[src/rtl/uart_tx_fifo_if.sv]
// uart_tx_fifo_if: bus-side write port, status and transmitter handshake of uart_tx_fifo
interface uart_tx_fifo_if #(parameter int DEPTH = 16);
  localparam int CNT_W = $clog2(DEPTH) + 1;
  logic             flush_i;
  logic             wr_en_i;
  logic [7:0]       wr_data_i;
  logic             full_o;
  logic             empty_o;
  logic [CNT_W-1:0] count_o;
  logic             overflow_o;
  logic             busy_o;
  logic             tx_start_o;
  logic [7:0]       tx_data_o;
  logic             tx_active_i;
  logic             tx_complete_i;
  modport slave (
    input  flush_i, wr_en_i, wr_data_i, tx_active_i, tx_complete_i,
    output full_o, empty_o, count_o, overflow_o, busy_o, tx_start_o, tx_data_o
  );
  modport master (
    output flush_i, wr_en_i, wr_data_i, tx_active_i, tx_complete_i,
    input  full_o, empty_o, count_o, overflow_o, busy_o, tx_start_o, tx_data_o
  );
endinterface

[src/rtl/uart_tx_fifo.sv]
// uart_tx_fifo: byte FIFO plus sequencer issuing one transmitter start per queued byte
module uart_tx_fifo #(
  parameter int DEPTH = 16
) (
  input logic           clock_i,
  input logic           reset_n_i,
  uart_tx_fifo_if.slave bus
);
  localparam int ADDR_W = $clog2(DEPTH);
  localparam int CNT_W  = $clog2(DEPTH) + 1;
  typedef enum logic [1:0] {IDLE, ISSUE, WAIT_ACT, WAIT_DONE} state_t;
  state_t           state, state_n;
  logic [7:0]       mem [DEPTH];
  logic [ADDR_W-1:0] wp, rp;
  logic [CNT_W-1:0] cnt_n;
  logic             acc, pop;
  assign acc = bus.wr_en_i && !bus.full_o && !bus.flush_i;
  assign pop = (state == IDLE) && !bus.empty_o && !bus.flush_i;
  always_comb begin
    state_n = state;
    case (state)
      IDLE:      state_n = pop ? ISSUE : IDLE;
      ISSUE:     state_n = WAIT_ACT;
      WAIT_ACT:  state_n = bus.tx_active_i ? WAIT_DONE : bus.tx_complete_i ? IDLE : WAIT_ACT;
      WAIT_DONE: state_n = bus.tx_complete_i ? IDLE : WAIT_DONE;
      default:   state_n = IDLE;
    endcase
    cnt_n = bus.flush_i ? '0 : bus.count_o + CNT_W'(acc) - CNT_W'(pop);
  end
  always_ff @(posedge clock_i)
    if (acc) mem[wp] <= bus.wr_data_i;
  // status flags are registered from next-state values so every output is a flop
  always_ff @(posedge clock_i or negedge reset_n_i) begin
    if (!reset_n_i) begin
      state          <= IDLE;
      wp             <= '0;
      rp             <= '0;
      bus.count_o    <= '0;
      bus.full_o     <= 1'b0;
      bus.empty_o    <= 1'b1;
      bus.overflow_o <= 1'b0;
      bus.busy_o     <= 1'b0;
      bus.tx_start_o <= 1'b0;
      bus.tx_data_o  <= '0;
    end else begin
      state          <= state_n;
      wp             <= bus.flush_i ? '0 : wp + ADDR_W'(acc);
      rp             <= bus.flush_i ? '0 : rp + ADDR_W'(pop);
      bus.count_o    <= cnt_n;
      bus.full_o     <= cnt_n == CNT_W'(DEPTH);
      bus.empty_o    <= cnt_n == '0;
      bus.overflow_o <= bus.flush_i ? 1'b0 : bus.overflow_o | (bus.wr_en_i & bus.full_o);
      bus.busy_o     <= (state_n != IDLE) || (cnt_n != '0);
      bus.tx_start_o <= state_n == ISSUE;
      bus.tx_data_o  <= pop ? mem[rp] : bus.tx_data_o;
    end
  end
endmodule

[src/flat_wrapper.sv]
// flat-port wrapper written by rule: the top's interface ports become plain ports
module uart_tx_fifo_flat 
#(
  parameter int DEPTH = 16
)
  (clock_i, reset_n_i, bus_flush_i, bus_wr_en_i, bus_wr_data_i, bus_tx_active_i, bus_tx_complete_i, bus_full_o, bus_empty_o, bus_count_o, bus_overflow_o, bus_busy_o, bus_tx_start_o, bus_tx_data_o);
  uart_tx_fifo_if #(.DEPTH(DEPTH)) bus_i ();
  input logic clock_i;
  input logic reset_n_i;
  input wire logic [$bits(bus_i.flush_i)-1:0] bus_flush_i;
  input wire logic [$bits(bus_i.wr_en_i)-1:0] bus_wr_en_i;
  input wire logic [$bits(bus_i.wr_data_i)-1:0] bus_wr_data_i;
  input wire logic [$bits(bus_i.tx_active_i)-1:0] bus_tx_active_i;
  input wire logic [$bits(bus_i.tx_complete_i)-1:0] bus_tx_complete_i;
  output wire logic [$bits(bus_i.full_o)-1:0] bus_full_o;
  output wire logic [$bits(bus_i.empty_o)-1:0] bus_empty_o;
  output wire logic [$bits(bus_i.count_o)-1:0] bus_count_o;
  output wire logic [$bits(bus_i.overflow_o)-1:0] bus_overflow_o;
  output wire logic [$bits(bus_i.busy_o)-1:0] bus_busy_o;
  output wire logic [$bits(bus_i.tx_start_o)-1:0] bus_tx_start_o;
  output wire logic [$bits(bus_i.tx_data_o)-1:0] bus_tx_data_o;
  assign bus_i.flush_i = bus_flush_i;
  assign bus_i.wr_en_i = bus_wr_en_i;
  assign bus_i.wr_data_i = bus_wr_data_i;
  assign bus_i.tx_active_i = bus_tx_active_i;
  assign bus_i.tx_complete_i = bus_tx_complete_i;
  assign bus_full_o = bus_i.full_o;
  assign bus_empty_o = bus_i.empty_o;
  assign bus_count_o = bus_i.count_o;
  assign bus_overflow_o = bus_i.overflow_o;
  assign bus_busy_o = bus_i.busy_o;
  assign bus_tx_start_o = bus_i.tx_start_o;
  assign bus_tx_data_o = bus_i.tx_data_o;
  uart_tx_fifo #(.DEPTH(DEPTH)) u_core (.clock_i(clock_i), .reset_n_i(reset_n_i), .bus(bus_i));
endmodule
[config.mk]
export PLATFORM = sky130hd
export DESIGN_NAME = uart_tx_fifo_flat
export DESIGN_NICKNAME = d
export VERILOG_FILES = /design/src/rtl/uart_tx_fifo_if.sv /design/src/rtl/uart_tx_fifo.sv /design/src/flat_wrapper.sv
export SDC_FILE = /design/constraint.sdc
export NUM_CORES = 1
export LEC_CHECK = 0
export BUFFER_PORTS_ARGS = -buffer_cell sky130_fd_sc_hd__buf_4
export CELL_PAD_IN_SITES_DETAIL_PLACEMENT = 0
export CELL_PAD_IN_SITES_GLOBAL_PLACEMENT = 1
export CORE_UTILIZATION = 55
export CTS_BUF_LIST = sky130_fd_sc_hd__clkbuf_4
export DETAILED_ROUTE_END_ITERATION = 10
export PLACE_DENSITY_LB_ADDON = 0.05
export SETUP_SLACK_MARGIN = 0.1
export SYNTH_ARGS = -nofsm -noshare
export SYNTH_HDL_FRONTEND = slang
export SYNTH_SLANG_ARGS = --single-unit
[constraint.sdc]
create_clock -name clock_i -period 3.4 [get_ports clock_i]
set_input_delay 0.17 -clock clock_i [delete_from_list [all_inputs] [get_ports clock_i]]
set_output_delay 0.17 -clock clock_i [all_outputs]
set_load 0.02 [all_outputs]
# Yosys cells after proc, flatten, opt, wreduce, memory -nomap -nowiden
# Memory sizes are Yosys's and may differ from the RTL's. A register that Yosys moved wholly into a read port is not among the register bits.
# Index checks and enable logic that the tools add are counted.
[op_classes]
n_addsub = 4
n_eq_ne = 5
muxes = 11
n_bitwise = 2
reduce_logical = 13
[op_table]
columns = ["cell", "count"]
rows = [
  ["adder 4 x 1 -> 4 bit", 2],
  ["two-way mux 4 bit", 2],
  ["case mux 2 bit (4 select lines)", 1],
  ["two-way mux 2 bit", 3],
  ["adder 5 x 1 -> 5 bit", 1],
  ["== test 5 bit (second input constant)", 1],
  ["logical NOT 5 bit", 1],
  ["two-way mux 5 bit", 1],
  ["nonzero test 5 bit", 1],
  ["subtractor 5 x 1 -> 5 bit", 1],
  ["== test 2 x 1 -> 1 bit (second input constant)", 2],
  ["== test 2 bit (second input constant)", 2],
  ["logical AND 1 bit", 4],
  ["logical NOT 1 bit", 4],
  ["two-way mux 1 bit", 4],
  ["logical NOT 2 bit", 1],
  ["nonzero test 2 bit", 1],
  ["bitwise AND 1 bit", 1],
  ["logical OR 1 bit", 1],
  ["bitwise OR 1 bit", 1],
]
[totals]
register_bits = 20
ramBits = 128
inputBits = 14
output_inout_bits = 18
elab_cells = 45
mem_count = 1
[memory_table]
columns = ["name", "depth", "word_bits", "read_ports", "rd_ports_with_merged_regs", "wr", "line", "text"]
rows = [
  ["u_core.mem", 16, 8, 1, 1, 1, "uart_tx_fifo.sv:13", "logic [7:0] mem [DEPTH];"],
]

# Depth between registers and ports, before layout
# Gate-level depths: netlist of run 1.
[depth]
word_depth = 8
ltp_mapped = 12
depth_no_buf = 12

# Least setup slack after synthesis of run 1
# OpenSTA, ideal clock, no wires.
[synth_timing]
path_type = "reg2reg"
startpoint = "register u_core.bus.empty_o"
endpoint = "register u_core.bus.busy_o"
setup_time_ps = 118
arrival_time_ps = 2613
required_time_ps = 3282
slack_ps = 668
stages_incl_launch_ff = 13
period_less_slack_ps = 2732
cell_sequence = "dfstp_2 > or4_1 > inv_2 > ha_1 > inv_1 > ha_1 > inv_1 > fa_1 > nand2b_1 > a21oi_1 > xnor2_1 > a41o_1 > nand2_1"
[synth_between]
elab_chain_len = 7
elab_cells_between_ends = 10
[synth_lines]
columns = ["item", "line", "text"]
rows = [
  ["start, declared", "uart_tx_fifo_if.sv:18", "output full_o, empty_o, count_o, overflow_o, busy_o, tx_start_o, tx_data_o"],
  ["start signal, assigned", "uart_tx_fifo.sv:40", "bus.empty_o <= 1'b1;"],
  ["start signal, assigned", "uart_tx_fifo.sv:51", "bus.empty_o <= cnt_n == '0;"],
  ["logical NOT 1 bit *", "uart_tx_fifo.sv:18", "assign pop = (state == IDLE) && !bus.empty_o && !bus.flush_i;"],
  ["logical AND 1 bit * (2 in series)", "uart_tx_fifo.sv:18", ""],
  ["named net u_core.pop", "uart_tx_fifo.sv:16", "logic acc, pop;"],
  ["subtractor 5 x 1 -> 5 bit / two-way mux 1 bit (equally long branches)", "uart_tx_fifo.sv:28, uart_tx_fifo.sv:22", ""],
  ["two-way mux 5 bit / case mux 2 bit (4 select lines) (equally long branches)", "uart_tx_fifo.sv:28, uart_tx_fifo.sv:21", ""],
  ["nonzero test 5 bit / nonzero test 2 bit (equally long branches)", "uart_tx_fifo.sv:53", "bus.busy_o <= (state_n != IDLE) || (cnt_n != '0);"],
  ["logical OR 1 bit *", "uart_tx_fifo.sv:53", ""],
  ["end signal, assigned", "uart_tx_fifo.sv:53", ""],
  ["end, declared", "uart_tx_fifo_if.sv:18", ""],
]
# Mark *: on every way through the listed nets, which the timed path passes. The rest lies on a longest branch.

# Worst setup path in the final report of run 1
[layout_timing]
startpoint = "register u_core.state[1]"
endpoint = "register u_core.bus.full_o"
[layout_between]
elab_chain_len = 6
[layout_lines]
columns = ["item", "line", "text"]
rows = [
  ["start, declared", "uart_tx_fifo.sv:12", "state_t state, state_n;"],
  ["start signal, assigned", "uart_tx_fifo.sv:46", "state <= state_n;"],
  ["logical NOT 2 bit", "uart_tx_fifo.sv:18", ""],
  ["logical AND 1 bit (2 in series)", "uart_tx_fifo.sv:18", ""],
  ["named net u_core.pop", "uart_tx_fifo.sv:16", ""],
  ["subtractor 5 x 1 -> 5 bit", "uart_tx_fifo.sv:28", "cnt_n = bus.flush_i ? '0 : bus.count_o + CNT_W'(acc) - CNT_W'(pop);"],
  ["two-way mux 5 bit", "uart_tx_fifo.sv:28", ""],
  ["named net u_core.cnt_n[4]", "uart_tx_fifo.sv:15", "logic [CNT_W-1:0] cnt_n;"],
  ["== test 5 bit", "uart_tx_fifo.sv:50", "bus.full_o <= cnt_n == CNT_W'(DEPTH);"],
  ["end signal, assigned", "uart_tx_fifo.sv:50", ""],
  ["end, declared", "uart_tx_fifo_if.sv:18", ""],
]
# The timed path passes the listed nets, and every way through them passes these cells.

==> results_dict.tcl, run 1 <==
set metrics [dict create \
    status "finished, final reports clean" \
    p_clk_share_pct 25.7 \
    clk_pin_slew_ns 0.12 \
    pwr-share-seq_pct 54.8 \
    synth-seq-area-share_pct 73.22 \
    critPathArrivalTime_ns 3.29 \
    synth_top_area_share_pct 61.91 \
    first_pass_iters 4 \
    synth_edf_count 128 \
    cp-end-kind "register" \
    relSlewSlack_pct 39.17 \
    antenna_found_initial 0 \
    via_per_inst 5.642 \
    detail_route.wl_per_cell_um 21.09 \
    finalSetupViolCount 0 \
    drive_gt1_share_pct 28.43 \
    hold_path.startpoint "bus_tx_active_i" \
    tritoncts "yes" \
    die_w_um 108.2 \
    finalCritPeriodShare_pct 83.99 \
    tightest_slew_ns 0.9091 \
    finalSetupTns_ns 0 \
    syn_inst 330 \
    crit_type "register to register" \
    drtAntennaViolNets 0 \
    synth_ff_type "edfxtp_1" \
    cts-root-buf "clkbuf_4" \
    skew_ns 0.01142 \
    peakVddDrop_mv 0.3689 \
    vias 3092 \
    netlist-cell-type-count 37 \
    fin_ws_ns 0.5445 \
    grt_pass1_vias 3141 \
    fmax_mhz 350.2 \
    p_leak_uw 0.002456 \
    gr-usage-all-layers_pct 22.31 \
    regToRegEndpoint "u_core.bus.full_o" \
    fin_nets 419 \
    hold_path_class "primary input to register" \
    finalMaxSlewViolations 0 \
    regArea_um2 4547 \
    dp_slack_ns 0.5270 \
    core_area_um2 10940 \
    overflow 0 \
    yosysMostFrequentCell "edfxtp_1" \
    rsz0062_at_grt "false" \
    clock_sinks 156 \
    cts_buffer_depth 2 \
    hold_end "u_core.state[1]" \
    swShare_pct 27.41 \
    hold_violations 0 \
    drc_errors 0 \
    r2r_slack_ns 0.54 \
    cp-start-kind "register" \
    synth.avg_cell_area_um2 18.81 \
    die_area_um2 11720 \
    ys_warn_count 0 \
    synth_top_area_cell "edfxtp_1" \
    r2r_start "u_core.state[1]" \
    rows 38 \
    fp.dieH_um 108.2 \
    syn2layout_area_growth_pct 13.42 \
    p_per_area_nw_per_um2 592.7 \
    min_period_ns 2.856 \
    max-cap-violations 0 \
    clock_latency_ns 0.55 \
    numCtsBuffers 17 \
    fillers 795 \
    h-tree-depth 4 \
    start_util_pct 56.77 \
    cts_resized 0 \
    drt_iter0_markers 201 \
    ys_seq_elements 156 \
    port_buffers 31 \
    postCtsSetupBuffers 0 \
    yosys-top-cells-area "edfxtp_1 (62%), mux4_2 (11%), dfrtp_1 (11%), mux2i_1 (2.6%), nor2_1 (1.9%)" \
    p_int_uw 3029 \
    synthArstFlopShare_pct 17.95 \
    grt_pass1_wl_um 17520 \
    critPathMaxFanout 5 \
    required_ns 3.84 \
    synth_nets 354 \
    p_total_uw 4173 \
    syn_area_um2 6208 \
    comb_power_share_pct 19.5 \
    multi_input_area_um2 1530 \
    hold_depth 3 \
    grt_max_degree 35 \
    reg2regPathDepth 12 \
    switchingPower_uw 1144 \
    wirelength_um 11560 \
    dp_hpwl_um 7312 \
    synthTopCellsByCount "edfxtp_1 (128), nor2_1 (32), mux4_2 (31)" \
    io_pins 32 \
    routabilityCongestion 0.7163 \
    n_antenna_cell 0 \
]
==> metrics by stage <==
step                instances  utilization [%]  hold slack (ns)  area (um^2)
floorplan                 330                -          -0.1256         6208
global placement          503            60.71           0.1134         6639
detailed placement        503            60.71           0.1164         6639
CTS                       548            64.39          0.03445         7042
global route              548            64.39          0.04303         7042
finish                    548            64.39          0.07299         7042
==> final cells by class <==
type	instances	share of cell area, %
repair buffers	60	6.859
inverters	9	0.4797
well taps	140	2.488
multi-input cells	151	21.73
clock inverters	12	1.741
clock buffers	20	2.132
flip-flops and latches	156	64.57
==> worst max path at each step <==
stage	start	end	slack [ns]	cells after the start
5_1_grt	u_core.state[1]	u_core.bus.full_o	0.38	12
4_1_cts	u_core.bus.empty_o	u_core.bus.busy_o	0.51	12
2_1_floorplan	u_core.bus.empty_o	u_core.bus.busy_o	0.67	12
3_5_place_dp	bus_flush_i	u_core.bus.busy_o	0.53	13
3_3_place_gp	bus_flush_i	u_core.bus.busy_o	0.56	13
6_report	u_core.state[1]	u_core.bus.full_o	0.54	12
==> per-layer routing <==
| layer | global-route usage, % | share of wire (%) | vias to the layer above |
|---|---|---|---|
| li1 | - | - | 1415 |
| met1 | 28.63 | 44 | 1576 |
| met2 | 36.49 | 51 | 84 |
| met3 | 5.847 | 3.6 | 17 |
| met4 | 9.002 | 1.7 | 0 |
| met5 | 0 | 0 | - |
==> power groups by stage <==
stage	Combinational [uW]	Sequential, uW	Clock, uW
floorplan	479	2380	0
global placement	797	2330	0
detailed placement	812	2330	0
CTS	827	2290	1100
global route	898	2300	1170
finish	815	2290	1070
==> sequential cells by signal (all words and copies together) (netlist names) <==
| register | flops |
|---|---|
| u_core.bus.busy_o | 1 |
| u_core.bus.count_o | 5 |
| u_core.bus.empty_o | 1 |
| u_core.bus.full_o | 1 |
| u_core.bus.overflow_o | 1 |
| u_core.bus.tx_data_o | 8 |
| u_core.bus.tx_start_o | 1 |
| u_core.mem | 128 |
| u_core.rp | 4 |
| u_core.state | 2 |
| u_core.wp | 4 |
==> cell usage in the layout (no fill, tap or decap), drive strengths merged <==
master,n
a21o,1
a21oi,11
a41o,1
and4,1
buf,47
bufinv,2
clkbuf,20
clkinv,8
clkinvlp,1
dfrtp,27
dfstp,1
dlygate4sd3,13
edfxtp,128
fa,1
ha,9
inv,10
mux2i,16
mux4,32
nand2,5
nand2b,4
nand3,3
nand3b,2
nor2,32
nor2b,8
nor3,4
nor3b,1
o21ai,9
o22a,1
or3b,1
or4,1
xnor2,4
xor2,4
==> cell families (layout without fill, tap and decap cells) <==
group	after synthesis	after routing	share of synthesized area, %
and+or+nand+nor	62	62	5.099
xor gates and xnor gates	8	8	1.128
buffers and inverters	23	101	2.136
adders and majority gates	10	10	2.136
DFF	156	156	73.22
AOI/OAI and AO/OA	23	23	2.035
muxes	48	48	14.25
==> repair_timing <==
item                                   CTS  global route
endpoints found under the hold margin  173             0
hold buffers                            13             0
setup endpoints to repair                0             0
==> critical path: stages, from the launching register on <==
cell and delay [ns]:
dfrtp_1 0.42, or4_1 0.52, inv_2 0.16, ha_1 0.24, inv_1 0.06, ha_1 0.15, inv_1 0.05, fa_1 0.39
nand2b_1 0.16, a21oi_1 0.15, xnor2_1 0.16, nor2_1 0.09, and4_1 0.19
(Power assumes the default switching activity.)
==> run 2: changes to the inputs <==
ABC_AREA = 1   (was not set)
CORE_UTILIZATION = 45   (was 55)
clock period = 2.35 ns   (was 3.4 ns; I/O delays follow)
==> run 2 against run 1 <==
Final area up 14%. Critical endpoint is now u_core.bus.busy_o. Worst setup slack worse by 0.37 ns. Clock power increased by 100%. Utilization is 9.5 points lower. Power rose by 70%. Sequential share of layout area fell by 8.2 points. Register-to-register slack got worse by 0.37 ns.
==> results_dict.tcl, run 2 <==
set metrics [dict create \
    peakVddDrop_mv 0.5404 \
    gr-usage-all-layers_pct 21.86 \
    grt_pass1_wl_um 25070 \
    p_per_area_nw_per_um2 881.6 \
    largest_reg_flops 128 \
    dp_hpwl_um 10010 \
    tightest_slew_ns 0.6385 \
    finalMaxSlewViolations 0 \
    syn_inst 681 \
    syn2layout_area_growth_pct 17.72 \
    syn_area_um2 6849 \
    first_pass_iters 5 \
    finalSetupTns_ns 0 \
    synth_ff_type "edfxtp_1" \
    drive_gt1_share_pct 14.69 \
    fin_nets 780 \
    required_ns 2.80 \
    fin_ws_ns 0.1773 \
    clk_pin_slew_ns 0.12 \
    reg2regPathDepth 13 \
    overflow 0 \
    synthTopCellsByCount "nand2_1 (205), edfxtp_1 (128), inv_1 (122)" \
    r2r_slack_ns 0.18 \
    detail_route.wl_per_cell_um 16.68 \
    grt_max_degree 35 \
    fmax_mhz 460.3 \
    antenna_found_initial 0 \
    ys_warn_count 0 \
    skew_ns 0.01828 \
    yosys-top-cells-area "edfxtp_1 (56%), nand2_1 (11%), dfrtp_1 (9.9%), nand3_1 (7.9%), inv_1 (6.7%)" \
    port_buffers 31 \
    ys_seq_elements 156 \
    cp-end-kind "register" \
    drt_iter0_markers 243 \
    vias 4664 \
    rsz0062_at_grt "true" \
    routabilityCongestion 0.7812 \
    max-cap-violations 0 \
    synth-seq-area-share_pct 66.37 \
    numCtsBuffers 17 \
    hold_path_class "primary input to async pin" \
    h-tree-depth 4 \
    layout_common_cells "nand2_1 (203), edfxtp_1 (128), inv_1 (118), nand3_1 (106), buf_4 (58)" \
    finalCritPeriodShare_pct 92.45 \
    regMostFlops "u_core.mem" \
    p_leak_uw 0.003622 \
    crit_type "register to register" \
    synth.avg_cell_area_um2 10.06 \
    synth_top_area_cell "edfxtp_1" \
    synth_edf_count 128 \
    n_antenna_cell 0 \
    min_period_ns 2.173 \
    fillers 1342 \
    die_area_um2 15720 \
    clock_sinks 156 \
    dp_slack_ns 0.08801 \
    netlist-cell-type-count 23 \
    yosysMostFrequentCell "nand2_1" \
    cts_buffer_depth 2 \
    core_area_um2 14700 \
    tritoncts "yes" \
    multi_input_area_um2 1720 \
    die_w_um 125.4 \
    drc_errors 0 \
    cts-root-buf "clkbuf_4" \
    synthArstFlopShare_pct 17.95 \
    relSlewSlack_pct 57.37 \
    synth_top_area_share_pct 56.12 \
    synth_nets 705 \
    critPathMaxFanout 3 \
    rows 44 \
    wirelength_um 15890 \
    biggestRegsByFlops "u_core.mem x128, u_core.bus.tx_data_o x8, u_core.bus.count_o x5" \
    regArea_um2 4547 \
    start_util_pct 46.60 \
    hold_violations 0 \
    via_per_inst 4.894 \
    fp.dieH_um 125.4 \
    critPathArrivalTime_ns 2.62 \
    clock_latency_ns 0.57 \
    io_pins 32 \
    layout_commonest_cell "nand2_1" \
    finalSetupViolCount 0 \
    drtAntennaViolNets 0 \
    cp-start-kind "register" \
    status "finished, final reports clean" \
    grt_pass1_vias 4501 \
]
[run 2: cell types whose count changed after synthesis, moves of 4 or more]
cell      delta
inv_1      +114
nor3_1       -4
nand3_1    +105
nor2b_1      -8
a21oi_1      -5
buf_2       +13
nand2_1    +201
mux2i_1     -16
o21ai_1      -8
clkbuf_1     -4
mux4_2      -31
[run 2: layout make-up]
| class | count | share of cell area [%] |
|---|---|---|
| clock inverter | 12 | 3.042 |
| clock buffer | 20 | 1.862 |
| multi-input combinational | 372 | 21.34 |
| tap | 184 | 2.855 |
| sequential | 156 | 56.39 |
| inverter | 127 | 6.006 |
| timing repair buffer | 82 | 8.504 |
[run 2: cells by family after synthesis]
logic type               count (synthesis)  synth area share (%)
AND/OR/NAND/NOR                        349                 21.23
flip-flops                             156                 66.37
buffers and inverters                  153                 9.335
AO/OA/AOI/OAI                           11                0.8769
adder cells (fa/ha/maj)                 10                 1.936
XOR/XNOR                                 2                0.2558
[run 2: timing repair]
item,in CTS,in global routing
pin swaps,2,2
setup endpoints to repair,3,6
buffers inserted,2,1
hold buffers,24,0
gates resized for setup,2,7
hold endpoints to repair,174,0
[run 2: final timing paths]
check / from / to
worst min register to register: u_core.bus.tx_data_o[4] / u_core.bus.tx_data_o[4]
min in group clock_i: bus_flush_i / u_core.bus.empty_o
max in group asynchronous: reset_n_i / u_core.rp[0]
worst min-delay path: reset_n_i / u_core.bus.tx_start_o
worst max-delay path: u_core.bus.empty_o / u_core.bus.busy_o
worst max register to register: u_core.bus.empty_o / u_core.bus.busy_o
[run 2: per-layer routing]
layer  up-vias  global-route usage [%]  wire (um)
met5         -                       0          0
met2        77                   33.91       7504
met1      2236                   30.60       7553
li1       2327                       -          -
met4         0                   8.250        333
met3        24                   4.236        502
[run 2: through the flow]
| step | power, uW | instances | area (um^2) | util, % | hold slack, ns |
|---|---|---|---|---|---|
| after floorplan | 4369 | 681 | 6890 | - | -0.1781 |
| after global placement | 4880 | 894 | 7372 | 50.15 | 0.04988 |
| after detailed placement | 4896 | 894 | 7372 | 50.15 | 0.06223 |
| after CTS | 7110 | 952 | 8038 | 54.68 | 0.01536 |
| after global routing | 7484 | 953 | 8063 | 54.85 | 0.02962 |
| final | 7108 | 953 | 8063 | 54.85 | 0.06437 |
[run 2: power by group]
| part | switching (uW) | internal (uW) |
|---|---|---|
| registers | 128 | 3160 |
| logic | 1040 | 638 |
| clock network | 943 | 1200 |
| total | 2110 | 4990 |
[run 2: worst max-delay path, stage by stage (launching register included)]
cell and delay [ns]:
dfstp_2 0.57, nor2_2 0.04, nand2_2 0.09, clkinv_4 0.07, ha_4 0.22, inv_4 0.05, ha_4 0.13, inv_2 0.03
fa_2 0.52, nor2_2 0.04, nor2_2 0.09, nand3_2 0.09, inv_1 0.07, nand3_1 0.06
==> run 3: changes to the inputs <==
ABC_AREA = not set   (was 1)
CORE_UTILIZATION = 50   (was 45)
CTS_BUF_LIST = sky130_fd_sc_hd__clkbuf_2 sky130_fd_sc_hd__clkbuf_4 sky130_fd_sc_hd__clkbuf_8   (was sky130_fd_sc_hd__clkbuf_4)
==> run 3 against run 2 <==
Largest power group unchanged. Final area decreased by 6.6%. Register-to-register slack worse by 0.31 ns. Cell count is 38% lower. The run now ends with setup timing left. Hold slack got worse by 0.0020 ns. Clock skew decreased by 0.0087 ns. Via count fell by 32%. Combinational power decreased by 11%. Clock power grew 12%. Utilization is 7.6 points higher. Power is 0.42% higher.
==> results_dict.tcl, run 3 (synthesis gave the netlist of run 1 again) <==
set metrics [dict create \
    status "finished with violations" \
    violations "setup timing" \
    cp-end-kind "register" \
    clock_latency_ns 0.46 \
    hold_violations 0 \
    clock_sinks 156 \
    clk_pin_slew_ns 0.08 \
    path_delay_family "simple AND/OR/NAND/NOR gates" \
    cts_buffer_depth 2 \
    first_pass_iters 4 \
    cpPeakStageDelay_ns 0.53 \
    grt_max_degree 35 \
    drive_gt1_share_pct 34.89 \
    hold_end "u_core.bus.count_o[2]" \
    rows 40 \
    n_antenna_cell 0 \
    skew_ns 0.009536 \
    die_w_um 113.4 \
    wirelength_um 12070 \
    fmax_mhz 402.6 \
    die_area_um2 12870 \
    overflow 0 \
    regToRegEndpoint "u_core.bus.busy_o" \
    finalSetupViolCount 3 \
    finalCritPeriodShare_pct 105.7 \
    min_period_ns 2.484 \
    crit_type "register to register" \
    r2r_slack_ns -0.13 \
    layout_commonest_cell "edfxtp_1" \
    port_buffers 31 \
    cp_num_buf_inv 3 \
    start_util_pct 51.47 \
    dp_hpwl_um 7808 \
    stdcell_area_um2 7530 \
    vias 3170 \
    io_pins 32 \
    via_per_inst 5.328 \
    biggestRegsByFlops "u_core.mem x128, u_core.bus.tx_data_o x8, u_core.bus.count_o x5" \
    fp.dieH_um 113.4 \
    fin_ws_ns -0.1338 \
    h-tree-depth 4 \
    hold_depth 3 \
    tritoncts "yes" \
    regMostFlops "u_core.mem" \
    max-cap-violations 0 \
    layout_common_cells "edfxtp_1 (128), buf_4 (66), nor2_1 (31), mux4_2 (31), dfrtp_1 (26)" \
    p_per_area_nw_per_um2 948.0 \
    hold_path.startpoint "bus_flush_i" \
    r2r_start "u_core.bus.empty_o" \
    reg2regPathDepth 12 \
    core_area_um2 12060 \
    tightest_slew_ns 0.3931 \
    cts-root-buf "clkbuf_8" \
    rsz0062_at_grt "true" \
    critPathArrivalTime_ns 2.83 \
    path_cells "or4_4 > clkinv_4 > ha_4 > inv_2 > ha_4 > inv_2 > fa_2 > nand2b_4 > a21oi_4 > xnor2_2 > a41o_1 > nand2_1" \
    fin_util_pct 62.43 \
    grt_pass1_vias 3217 \
    detail_route.wl_per_cell_um 20.28 \
    fin_nets 438 \
    grt_pass1_wl_um 18620 \
    worst_path_max_delay_cell "or4_4" \
    routabilityCongestion 0.7635 \
    cp-start-kind "register" \
    finalMaxSlewViolations 0 \
    gr-usage-all-layers_pct 21.04 \
    critPathMaxFanout 2 \
    required_ns 2.70 \
    place_area_um2 6902 \
    hold_path_class "primary input to register" \
    antenna_found_initial 0 \
    drc_errors 0 \
    p_leak_uw 0.002653 \
    drtAntennaViolNets 0 \
    largest_reg_flops 128 \
    drt_iter0_markers 124 \
    peakVddDrop_mv 0.5308 \
    numCtsBuffers 17 \
    syn2layout_area_growth_pct 21.28 \
    relSlewSlack_pct 73.79 \
]
## run 3: area by class of cell
| class | count | area (um^2) |
|---|---|---|
| clock inverter | 13 | 237.7 |
| clock buffer | 19 | 249.0 |
| timing repair buffer | 79 | 645.6 |
| sequential | 156 | 4547 |
| multi-input combinational | 151 | 1602 |
| fill | 891 | 4532 |
| inverter | 9 | 38.79 |
| tap | 168 | 210.2 |
## run 3: how the worst max path moves through the flow
stage / cells after the start / endpoint / start
after floorplan: 12 / u_core.bus.busy_o / u_core.bus.empty_o
after global placement: 12 / u_core.bus.busy_o / u_core.bus.empty_o
after detailed placement: 12 / u_core.bus.busy_o / u_core.bus.empty_o
after CTS: 12 / u_core.bus.busy_o / u_core.bus.empty_o
after global routing: 12 / u_core.bus.busy_o / u_core.bus.empty_o
final: 12 / u_core.bus.busy_o / u_core.bus.empty_o
## run 3: through the flow
stage	total power (uW)	cells	setup slack, ns	hold WS [ns]	TNS (ns)
2_1_floorplan	4210	330	-0.2278	-0.1781	-0.6375
3_3_place_gp	4740	551	-0.2130	0.07304	-0.4958
3_5_place_dp	4765	551	-0.2265	0.07756	-0.5957
4_1_cts	7166	594	-0.2209	0.02581	-0.5778
5_1_grt	7467	595	-0.2555	0.06544	-0.7013
6_report	7138	595	-0.1338	0.06240	-0.2801
## run 3: repair_timing
| item | CTS | global route |
|---|---|---|
| buffers inserted | 0 | 1 |
| hold buffers | 11 | 0 |
| pin swaps | 6 | 4 |
| endpoints found under the setup margin | 6 | 18 |
| hold endpoints to repair | 151 | 0 |
| gates resized for setup | 0 | 5 |
## run 3: per-layer routing
layer	global-route usage, %	wire length, um	vias to the layer above
met3	5.154	608	13
met4	8.158	159	0
met1	27.84	5343	1618
met2	34.11	5958	89
li1	-	-	1450
met5	0	0	-
## run 3: tightest hold or removal path: cells and delay by family
family / cells / cell delay, ns
buffers and inverters: 2 / 0.30
and+or+nand+nor: 1 / 0.07
## run 3: power breakdown
part / internal, uW / total (uW) / switching [uW]
combinational: 746 / 1490 / 739
sequential: 3160 / 3260 / 107
clock: 1400 / 2390 / 983
